File: src/rtl/image_proc_engine_if.sv
// Bus between the pixel engine and its source/destination image stores plus
// the start/busy/done handshake. The engine uses the slave modport.
interface image_proc_engine_if #(
    parameter int unsigned ADDR_W = 6,
    parameter int unsigned CH_W   = 8
);
    localparam int unsigned PW = 3 * CH_W;

    logic              start;
    logic [1:0]        mode;
    logic [PW-1:0]     in_pix;
    logic [ADDR_W-1:0] row;
    logic [ADDR_W-1:0] col;
    logic              out_we;
    logic [PW-1:0]     out_pix;
    logic              busy;
    logic              done;

    modport master (
        output start, mode, in_pix,
        input  row, col, out_we, out_pix, busy, done
    );

    modport slave (
        input  start, mode, in_pix,
        output row, col, out_we, out_pix, busy, done
    );
endinterface

File: src/rtl/image_proc_engine.sv
// Whole-image pixel transform engine: mirrors, 180-degree rotation or min/max
// grayscale, one pixel per RD/WR cycle pair, raster-order destination writes.
module image_proc_engine #(
    parameter int unsigned ADDR_W = 6,
    parameter int unsigned CH_W   = 8
) (
    input logic                 clk,
    input logic                 rst_n,
    image_proc_engine_if.slave  bus
);
    localparam int unsigned PW = 3 * CH_W;
    localparam logic [ADDR_W-1:0] Last = '1;

    typedef enum logic [1:0] {StIdle, StRd, StWr, StDone} state_e;

    state_e            state_q, state_d;
    logic [ADDR_W-1:0] r_q, r_d;
    logic [ADDR_W-1:0] c_q, c_d;
    logic [1:0]        mode_q, mode_d;
    logic [PW-1:0]     pix_q, pix_d;

    logic [CH_W-1:0]   ch_r, ch_g, ch_b, mn, mx;
    logic [CH_W:0]     sum;
    logic [PW-1:0]     xf_pix;
    logic              flip_r, flip_c;

    // pix_q holds the already-transformed pixel so out_pix is a plain register.
    always_comb begin
        ch_r = bus.in_pix[PW-1:2*CH_W];
        ch_g = bus.in_pix[2*CH_W-1:CH_W];
        ch_b = bus.in_pix[CH_W-1:0];
        mn   = ch_r;
        if (ch_g < mn) mn = ch_g;
        if (ch_b < mn) mn = ch_b;
        mx   = ch_r;
        if (ch_g > mx) mx = ch_g;
        if (ch_b > mx) mx = ch_b;
        sum  = {1'b0, mn} + {1'b0, mx};
        if (mode_q == 2'd3) begin
            xf_pix = {{CH_W{1'b0}}, sum[CH_W:1], {CH_W{1'b0}}};
        end else begin
            xf_pix = bus.in_pix;
        end
    end

    always_ff @(posedge clk or negedge rst_n) begin
        if (!rst_n) begin
            state_q <= StIdle;
            r_q     <= '0;
            c_q     <= '0;
            mode_q  <= '0;
            pix_q   <= '0;
        end else begin
            state_q <= state_d;
            r_q     <= r_d;
            c_q     <= c_d;
            mode_q  <= mode_d;
            pix_q   <= pix_d;
        end
    end

    always_comb begin
        state_d = state_q;
        r_d     = r_q;
        c_d     = c_q;
        mode_d  = mode_q;
        pix_d   = pix_q;
        unique case (state_q)
            StIdle: begin
                if (bus.start) begin
                    mode_d  = bus.mode;
                    r_d     = '0;
                    c_d     = '0;
                    state_d = StRd;
                end
            end
            StRd: begin
                pix_d   = xf_pix;
                state_d = StWr;
            end
            StWr: begin
                if (r_q == Last && c_q == Last) begin
                    state_d = StDone;
                end else begin
                    c_d = c_q + 1'b1;
                    if (c_q == Last) r_d = r_q + 1'b1;
                    state_d = StRd;
                end
            end
            StDone: state_d = StIdle;
            default: state_d = StIdle;
        endcase
    end

    // N-1-x equals ~x because the image side is a power of two.
    always_comb begin
        flip_r  = (mode_q == 2'd0) || (mode_q == 2'd2);
        flip_c  = (mode_q == 2'd1) || (mode_q == 2'd2);
        bus.row = '0;
        bus.col = '0;
        unique case (state_q)
            StRd: begin
                bus.row = flip_r ? ~r_q : r_q;
                bus.col = flip_c ? ~c_q : c_q;
            end
            StWr: begin
                bus.row = r_q;
                bus.col = c_q;
            end
            default: begin
                bus.row = '0;
                bus.col = '0;
            end
        endcase
    end

    assign bus.out_we  = (state_q == StWr);
    assign bus.busy    = (state_q == StRd) || (state_q == StWr);
    assign bus.done    = (state_q == StDone);
    assign bus.out_pix = pix_q;
endmodule

File: src/flat_wrapper.sv
// flat-port wrapper written by rule: the top's interface ports become plain ports
module image_proc_engine_flat 
#(
    parameter int unsigned ADDR_W = 6,
    parameter int unsigned CH_W   = 8
)
  (clk, rst_n, bus_start, bus_mode, bus_in_pix, bus_row, bus_col, bus_out_we, bus_out_pix, bus_busy, bus_done);
  image_proc_engine_if #(.ADDR_W(ADDR_W), .CH_W(CH_W)) bus_i ();
  input logic clk;
  input logic rst_n;
  input wire logic [$bits(bus_i.start)-1:0] bus_start;
  input wire logic [$bits(bus_i.mode)-1:0] bus_mode;
  input wire logic [$bits(bus_i.in_pix)-1:0] bus_in_pix;
  output wire logic [$bits(bus_i.row)-1:0] bus_row;
  output wire logic [$bits(bus_i.col)-1:0] bus_col;
  output wire logic [$bits(bus_i.out_we)-1:0] bus_out_we;
  output wire logic [$bits(bus_i.out_pix)-1:0] bus_out_pix;
  output wire logic [$bits(bus_i.busy)-1:0] bus_busy;
  output wire logic [$bits(bus_i.done)-1:0] bus_done;
  assign bus_i.start = bus_start;
  assign bus_i.mode = bus_mode;
  assign bus_i.in_pix = bus_in_pix;
  assign bus_row = bus_i.row;
  assign bus_col = bus_i.col;
  assign bus_out_we = bus_i.out_we;
  assign bus_out_pix = bus_i.out_pix;
  assign bus_busy = bus_i.busy;
  assign bus_done = bus_i.done;
  image_proc_engine #(.ADDR_W(ADDR_W), .CH_W(CH_W)) u_core (.clk(clk), .rst_n(rst_n), .bus(bus_i));
endmodule
File: config.mk
export PLATFORM = sky130hd
export DESIGN_NAME = image_proc_engine_flat
export DESIGN_NICKNAME = d
export VERILOG_FILES = /design/src/rtl/image_proc_engine_if.sv /design/src/rtl/image_proc_engine.sv /design/src/flat_wrapper.sv
export SDC_FILE = /design/constraint.sdc
export NUM_CORES = 1
export LEC_CHECK = 0
export BUFFER_PORTS_ARGS = -buffer_cell sky130_fd_sc_hd__buf_2
export CORE_UTILIZATION = 49
export CTS_BUF_LIST = sky130_fd_sc_hd__clkbuf_8
export DETAILED_ROUTE_END_ITERATION = 8
export PLACE_DENSITY = 0.73
export SYNTH_ARGS = -nofsm -noshare
export SYNTH_HDL_FRONTEND = slang
export SYNTH_SLANG_ARGS = --single-unit
File: constraint.sdc
create_clock -name clk -period 4.6 [get_ports clk]
set_clock_uncertainty 0.1 [all_clocks]
set_input_delay 0.46 -clock clk [delete_from_list [all_inputs] [get_ports clk]]
set_output_delay 0.46 -clock clk [all_outputs]
set_load 0.05 [all_outputs]
==> results_tabular.tex, run 1 <==
\begin{tabular}{lr}
\hline
Metric & Value \\
\hline
\multicolumn{2}{l}{\textbf{Yosys}} \\
\quad Syn Nets & 463 \\
\quad Mapped Area & 0.00345 mm2 \\
\quad Leading cell types by total area after synthesis & dfrtp\_1, ha\_1, mux2i\_1 \\
\quad Register bit total from synthesis & 40 \\
\quad Cell taking the most area after synthesis & dfrtp\_1 \\
\quad EDFF count, synth & 0 \\
\quad Library cells used by synthesis & 53 \\
\quad Fraction of synthesized cell area taken by the top area cell type & 29.0\% \\
\quad Share of the yosys chip area belonging to registers & 29.0\% \\
\quad Fraction of synthesis flops using an asynchronous set or reset pin & 100\% \\
\quad Avg Inst Size Synth & 8.72 um2 \\
\quad Top FF cell, synth & dfrtp\_1 \\
\quad Number of cells produced by synthesis & 396 \\
\quad Total number of yosys warnings & 0 \\
\multicolumn{2}{l}{\textbf{Clock network}} \\
\quad Max Root-Sink Buffers & 2 \\
\quad Root Driver & clkbuf\_8 \\
\quad TritonCTS clock tree & built \\
\quad Count of clock tree sinks & 40 \\
\quad Clock buffer count from CTS & 5 \\
\quad H-tree depth & 2 \\
\quad Clock latency reported for the late side of the worst-skew pair & 300 ps \\
\quad Number of hold buffers added after CTS & 0 \\
\quad Post-CTS clock slew at the launch and capture registers of the worst setup and hold paths & 80 ps \\
\multicolumn{2}{l}{\textbf{Power}} \\
\quad Combinational power share & 69.2\% \\
\quad Switch share & 53.5\% \\
\quad Power spent charging and discharging nets & 1.52 mW \\
\quad Internal power of the cells & 1.32 mW \\
\quad Clock share of power & 11.0\% \\
\quad Seq pwr share & 19.8\% \\
\quad Static leakage power & 2.28 nW \\
\quad IR drop worst, VDD & 315 uV \\
\quad Total power per unit cell area & 617 mW/mm2 \\
\multicolumn{2}{l}{\textbf{Detailed routing}} \\
\quad Post-detailed-route via-to-cell ratio & 5.55 \\
\quad Residual DRC count & 0 \\
\quad Avg WL per Cell & 15.9 um \\
\quad Post-detailed-routing wire length & 9490 um \\
\quad Number of vias in the routed layout & 3314 \\
\quad Detailed-router iteration count before antenna repair & 4 \\
\quad Post-detailed-route count of antenna-violating nets & 0 \\
\quad Drt first-iter violations & 161 \\
\multicolumn{2}{l}{\textbf{GRT}} \\
\quad Vias in the first global route & 3149 \\
\quad Total Routing Usage GR & 25.6\% \\
\quad Pin count of the biggest net entering global routing & 41 \\
\quad First-pass GRT wire length & 14800 um \\
\quad Global route total overflow & 0 \\
\quad Initial antenna violation count & 0 \\
\multicolumn{2}{l}{\textbf{STA}} \\
\quad Worst setup slack after layout & -43.4 ps \\
\quad Number of failing hold endpoints at the final stage & 0 \\
\quad Worst relative slew slack & 25.5\% \\
\quad Top achievable clock speed & 215 MHz \\
\quad Final setup violation count & 1 \\
\quad Clock period minus final worst setup slack & 4640 ps \\
\quad Slew Limit Fails & 0 \\
\quad RSZ-0062 raised after global routing & true \\
\quad Slew of the pin with the lowest slew margin & 1110 ps \\
\quad Final worst path period share & 101\% \\
\quad Final total negative setup slack & -43.4 ps \\
\multicolumn{2}{l}{\textbf{Run}} \\
\quad Count of maximum capacitance violations & 0 \\
\multicolumn{2}{l}{\textbf{Critical path}} \\
\quad Data arrival time of the critical path & 4720 ps \\
\quad Data required time of the worst path & 4680 ps \\
\quad Kind of capture point of the worst setup path & flop \\
\quad Kind of critical path & input pin to flop \\
\quad Top cell by count, worst path & a21o\_1 \\
\quad Category of the worst setup path launch point & input pin \\
\quad Biggest fanout along the worst timing path & 5 \\
\quad CP max stage delay & 290 ps \\
\quad Cell with the largest stage delay on the worst path & o22ai\_4 \\
\quad Critical path's top delay family & compound AO/OA/AOI/OAI gates \\
\quad WP buf/inv & 4 \\
\quad Worst R2R Setup Slack & 1930 ps \\
\multicolumn{2}{l}{\textbf{Floorplanning}} \\
\quad Chip width & 86.0 um \\
\quad Effective utilization at floorplan & 50.8\% \\
\quad Number of standard-cell rows in the floorplan & 30 \\
\quad Die outline height & 86.0 um \\
\quad Standard cell core area & 0.00679 mm2 \\
\quad Floorplan die area & 0.00739 mm2 \\
\quad Ports placed on the boundary & 68 \\
\multicolumn{2}{l}{\textbf{Place}} \\
\quad Worst setup timing slack at the placement stage & -355 ps \\
\quad Half-perimeter wire length of the detailed placement result & 6950 um \\
\quad Area post-placement & 0.00423 mm2 \\
\quad Count of input and output buffers & 67 \\
\quad Weighted congestion at the end of routability-driven global placement & 0.891 \\
\quad Total placed cells including tap cells & 588 \\
\multicolumn{2}{l}{\textbf{Cells and area}} \\
\quad Growth of design area from synthesis to finish & 33.3\% \\
\quad Final cell count without fillers & 597 \\
\quad Number of inserted diodes & 0 \\
\quad Post-route design area & 0.00460 mm2 \\
\quad Final nets & 567 \\
\quad Layout cells sized above 1 & 35.5\% \\
\multicolumn{2}{l}{\textbf{Worst hold path}} \\
\quad Classification of the worst-slack hold path & input pin to asynchronous set/reset pin \\
\multicolumn{2}{l}{\textbf{Outcome}} \\
\quad Status & complete, but fails checks \\
\quad Violated checks & setup timing \\
\hline
\end{tabular}
-- sequential cells by signal, summed over array words and instances (netlist names) --
register	flops
u_core.mode_q	2
u_core.c_q	6
u_core.r_q	6
u_core.state_q	2
u_core.bus.out_pix	24
-- cell usage in the layout (no fill, tap or decap), types with 7 or more instances in the layout --
master   instances
dfrtp_1         40
a22o_1           8
xor2_1           7
nor2_1          18
nor2b_1         19
xnor2_1          9
a21oi_1         18
nand2_1         34
o21ai_1         11
a21o_1          10
inv_1           36
mux2i_4          7
o21ai_0         15
buf_4           46
a22oi_1         12
ha_1            33
mux2i_1         13
o22ai_1          7
buf_2           66
-- layout make-up --
type,instances,area [um2]
Multi-Input combinational cell,296,2460
Fill cell,540,2190
Sequential cell,40,1000
Timing Repair Buffer,119,758
Inverter,38,145
Tap cell,96,120
Clock buffer,6,82.6
Clock inverter,2,38.8
-- stage by stage --
stage                     hold WS [ps]  power [mW]  utilization, %
after floorplan                   64.4        1.99               -
after global placement             389        2.41            62.3
final                              193        2.84            67.8
after detailed placement           395        2.45            62.3
after global routing               269        3.02            67.8
after CTS                          225        2.77            64.1
-- repair_timing --
item | in CTS | in global routing
setup endpoints to repair | 1 | 5
pin swaps | 0 | 17
gates resized for setup | 1 | 47
setup buffers | 0 | 1
-- power by group through the flow --
stage | combinational [mW] | sequential (mW) | clock, mW
2_1_floorplan | 1.10 | 0.891 | 0
3_3_place_gp | 1.84 | 0.567 | 0
3_5_place_dp | 1.88 | 0.568 | 0
4_1_cts | 1.89 | 0.563 | 0.319
5_1_grt | 2.11 | 0.581 | 0.330
6_report | 1.96 | 0.564 | 0.313
-- final timing paths --
| path | cells after the start | to | startpoint |
|---|---|---|---|
| worst max-delay path | 26 | u_core.bus.out_pix[15]$_DFFE_PN0P_ | bus_in_pix[17] |
| worst min-delay path | 1 | u_core.mode_q[1]$_DFFE_PN0P_ | rst_n |
| worst max register to register | 5 | u_core.bus.out_pix[10]$_DFFE_PN0P_ | u_core.state_q[1]$_DFFE_PN0P_ |
| worst min register to register | 1 | u_core.bus.out_pix[9]$_DFFE_PN0P_ | u_core.bus.out_pix[9]$_DFFE_PN0P_ |
| max in group asynchronous | 1 | u_core.c_q[2]$_DFFE_PN0P_ | rst_n |
| min in group clk | 2 | u_core.mode_q[1]$_DFFE_PN0P_ | bus_mode[1] |
-- cell usage after synthesis, types with 3 or more instances --
master and number:
a21o_1 10, a21oi_1 25, a22o_1 8, a22oi_1 12, clkbuf_1 18, dfrtp_1 40, ha_1 37, inv_1 38
mux2_2 3, mux2i_1 26, nand2_1 34, nand3_1 5, nand4_1 6, nor2_1 20, nor2b_1 19, nor3_1 6
o21ai_0 17, o21ai_1 10, o22ai_1 8, xnor2_1 10, xor2_1 7
-- metal layers --
metal / global-route usage [%] / share of wire, % / routed length, um / vias to the layer above
met5: 0 / 0 / 0 / -
met4: 8.03 / 2.9 / 275 / 0
met3: 4.33 / 4.4 / 417 / 26
met2: 45.5 / 51 / 4850 / 92
met1: 31.4 / 42 / 3950 / 1585
li1: - / - / - / 1611
-- kinds of logic (layout without fill, tap and decap cells) --
kind of cell	Yosys count	count (layout)	share of synthesized area, %
simple gates	103	103	15.0
compound gates	109	109	22.1
buf+inv	60	165	7.10
mux	29	29	8.51
xor+xnor	17	17	4.31
fa+ha+maj	38	38	14.0
flops	40	40	29.0
No activity file was read; power rests on OpenSTA's default activity.
==> inputs of run 2 (changes only) <==
--- a/config.mk
+++ b/config.mk
@@ -10,6 +10,7 @@
 export CTS_BUF_LIST = sky130_fd_sc_hd__clkbuf_8
 export DETAILED_ROUTE_END_ITERATION = 8
 export PLACE_DENSITY = 0.73
+export REMOVE_ABC_BUFFERS = 1
 export SYNTH_ARGS = -nofsm -noshare
 export SYNTH_HDL_FRONTEND = slang
 export SYNTH_SLANG_ARGS = --single-unit
==> run 2 against run 1 <==
  * The run now ends clean
  * Count of clock-buffer cells in the layout decreased by 1
  * Flip-flop and latch count unchanged
  * First-iteration DRC count decreased by 19%
  * Maximum frequency increased by 1.3%
  * Global-route usage decreased by 0.14 points
  * Die area unchanged
  * Worst hold slack got worse by 19 ps
  * Register-to-register slack improved by 60 ps
  * Critical endpoint unchanged
==> results_tabular.tex, run 2 (synthesis gave the netlist of run 1 again) <==
\begin{tabular}{lr}
\hline
Metric & Value \\
\hline
\multicolumn{2}{l}{\textbf{Outcome}} \\
\quad Status & completed \\
\multicolumn{2}{l}{\textbf{Detailed routing}} \\
\quad Drt first-iter violations & 131 \\
\quad Post-detailed-route count of antenna-violating nets & 0 \\
\quad Avg WL per Cell & 15.3 um \\
\quad Number of vias in the routed layout & 3231 \\
\quad Detailed-router iteration count before antenna repair & 4 \\
\quad Post-detailed-routing wire length & 9120 um \\
\quad Residual DRC count & 0 \\
\quad Post-detailed-route via-to-cell ratio & 5.42 \\
\multicolumn{2}{l}{\textbf{GRT}} \\
\quad First-pass GRT wire length & 14700 um \\
\quad Pin count of the biggest net entering global routing & 41 \\
\quad Global route total overflow & 0 \\
\quad Initial antenna violation count & 0 \\
\quad Vias in the first global route & 3139 \\
\quad Total Routing Usage GR & 25.4\% \\
\multicolumn{2}{l}{\textbf{Run}} \\
\quad Count of maximum capacitance violations & 0 \\
\multicolumn{2}{l}{\textbf{Critical path}} \\
\quad Kind of critical path & input pin to flop \\
\quad Category of the worst setup path launch point & input pin \\
\quad End of the worst register-to-register path & u\_core.c\_q[3]\$\_DFFE\_PN0P\_ \\
\quad Biggest fanout along the worst timing path & 8 \\
\quad Launch instance of the worst register-to-register path & u\_core.c\_q[0]\$\_DFFE\_PN0P\_ \\
\quad Worst R2R Setup Slack & 1990 ps \\
\quad Depth of the most critical reg-to-reg path & 10 \\
\quad Top cell by count, worst path & a21o\_1 \\
\quad CP max stage delay & 400 ps \\
\quad Data required time of the worst path & 4680 ps \\
\quad Data arrival time of the critical path & 4670 ps \\
\quad Cell with the largest stage delay on the worst path & fa\_2 \\
\quad Kind of capture point of the worst setup path & flop \\
\multicolumn{2}{l}{\textbf{Clock network}} \\
\quad H-tree depth & 2 \\
\quad Clock buffer count from CTS & 5 \\
\quad Max Root-Sink Buffers & 2 \\
\quad Count of clock tree sinks & 40 \\
\quad Clock latency reported for the late side of the worst-skew pair & 300 ps \\
\quad TritonCTS clock tree & built \\
\quad Root Driver & clkbuf\_8 \\
\quad Post-CTS clock slew at the launch and capture registers of the worst setup and hold paths & 90 ps \\
\quad Number of hold buffers added after CTS & 0 \\
\multicolumn{2}{l}{\textbf{Floorplanning}} \\
\quad Chip width & 86.0 um \\
\quad Ports placed on the boundary & 68 \\
\quad Die outline height & 86.0 um \\
\quad Floorplan die area & 0.00739 mm2 \\
\quad Number of standard-cell rows in the floorplan & 30 \\
\quad Standard cell core area & 0.00679 mm2 \\
\quad Effective utilization at floorplan & 50.8\% \\
\multicolumn{2}{l}{\textbf{STA}} \\
\quad Final setup violation count & 0 \\
\quad Top achievable clock speed & 218 MHz \\
\quad Slew Limit Fails & 0 \\
\quad Slew of the pin with the lowest slew margin & 1140 ps \\
\quad Number of failing hold endpoints at the final stage & 0 \\
\quad Clock period minus final worst setup slack & 4590 ps \\
\quad Worst relative slew slack & 23.7\% \\
\quad RSZ-0062 raised after global routing & true \\
\quad Final total negative setup slack & 0 ps \\
\quad Final worst path period share & 99.7\% \\
\multicolumn{2}{l}{\textbf{Cells and area}} \\
\quad Max reg flops & 24 \\
\quad Post-route design area & 0.00461 mm2 \\
\quad Most frequent standard cell in the layout excluding fill and tap cells & buf\_2 \\
\quad Growth of design area from synthesis to finish & 33.4\% \\
\quad Layout cells sized above 1 & 34.6\% \\
\quad Final cell utilization of the core & 67.8\% \\
\quad Most frequent cells in the layout & buf\_2, buf\_4, dfrtp\_1 \\
\quad Number of inserted diodes & 0 \\
\quad Final nets & 566 \\
\multicolumn{2}{l}{\textbf{Place}} \\
\quad Area post-placement & 0.00414 mm2 \\
\quad Weighted congestion at the end of routability-driven global placement & 0.888 \\
\quad Half-perimeter wire length of the detailed placement result & 6340 um \\
\quad Count of input and output buffers & 67 \\
\multicolumn{2}{l}{\textbf{Worst hold path}} \\
\quad Classification of the worst-slack hold path & input pin to asynchronous set/reset pin \\
\multicolumn{2}{l}{\textbf{Power}} \\
\quad Total power per unit cell area & 610 mW/mm2 \\
\quad Static leakage power & 2.27 nW \\
\quad IR drop worst, VDD & 411 uV \\
\hline
\end{tabular}
==> run 2: cell types whose count changed in the layout (fill, tap and decap cells not counted), moves of 3 or more <==
cell | previous run | this run
ha_1 | 33 | 30
mux2i_1 | 13 | 16
a21oi_1 | 18 | 21
ha_4 | 4 | 7
buf_6 | 6 | 3
==> run 2: critical path, delay by kind of cell <==
family	cells	cell delay [ps]
multiplexers	1	270
buffers and inverters	3	340
adder cells (fa/ha/maj)	3	820
AND/OR/NAND/NOR	4	340
AO/OA/AOI/OAI	14	2430
==> run 2: through the flow <==
step	setup slack, ps	hold slack, ps	cells	power (mW)
finish	14.5	173	596	2.81
global route	-195	241	596	3.00
CTS	0.358	220	593	2.76
detailed placement	-556	402	581	2.41
global placement	-399	396	581	2.37
floorplan	-523	64.4	374	1.92
==> run 2: final cells by class <==
type,instances,area [um2]
Multi-Input combinational cell,296,2470
Timing Repair Buffer,118,752
Inverter,38,145
Clock buffer,5,68.8
Clock inverter,3,46.3
Fill cell,547,2190
Sequential cell,40,1000
Tap cell,96,120
==> run 2: worst max-delay path by stage <==
stage                              start                                  to  slack (ps)  cells past startpoint
after floorplan           bus_in_pix[17]  u_core.bus.out_pix[15]$_DFFE_PN0P_        -520                     22
after global placement     bus_in_pix[9]  u_core.bus.out_pix[15]$_DFFE_PN0P_        -400                     26
after detailed placement   bus_in_pix[9]  u_core.bus.out_pix[15]$_DFFE_PN0P_        -560                     26
after CTS                  bus_in_pix[9]  u_core.bus.out_pix[15]$_DFFE_PN0P_         0.4                     24
after global routing      bus_in_pix[17]  u_core.bus.out_pix[15]$_DFFE_PN0P_        -190                     25
final                     bus_in_pix[17]  u_core.bus.out_pix[15]$_DFFE_PN0P_          10                     25
==> run 2: repair_timing <==
action	CTS	global route
buffers inserted	4	3
gates cloned	0	0
pin swaps	12	22
setup endpoints to repair	4	5
gates resized for setup	24	27
==> run 2: power by group <==
group / switching, mW / total, mW / internal [mW] / leakage (nW)
logic: 1.27 / 1.94 / 0.664 / 1.70
registers: 0.0880 / 0.565 / 0.477 / 0.509
clock network: 0.144 / 0.307 / 0.164 / 0.0548
==> run 2: layer usage <==
metal	global-route usage, %	vias to the layer above	routed length, um
li1	-	1591	-
met1	33.9	1514	4170
met2	40.8	103	4280
met3	4.33	23	471
met4	10.6	0	201
met5	0	-	0
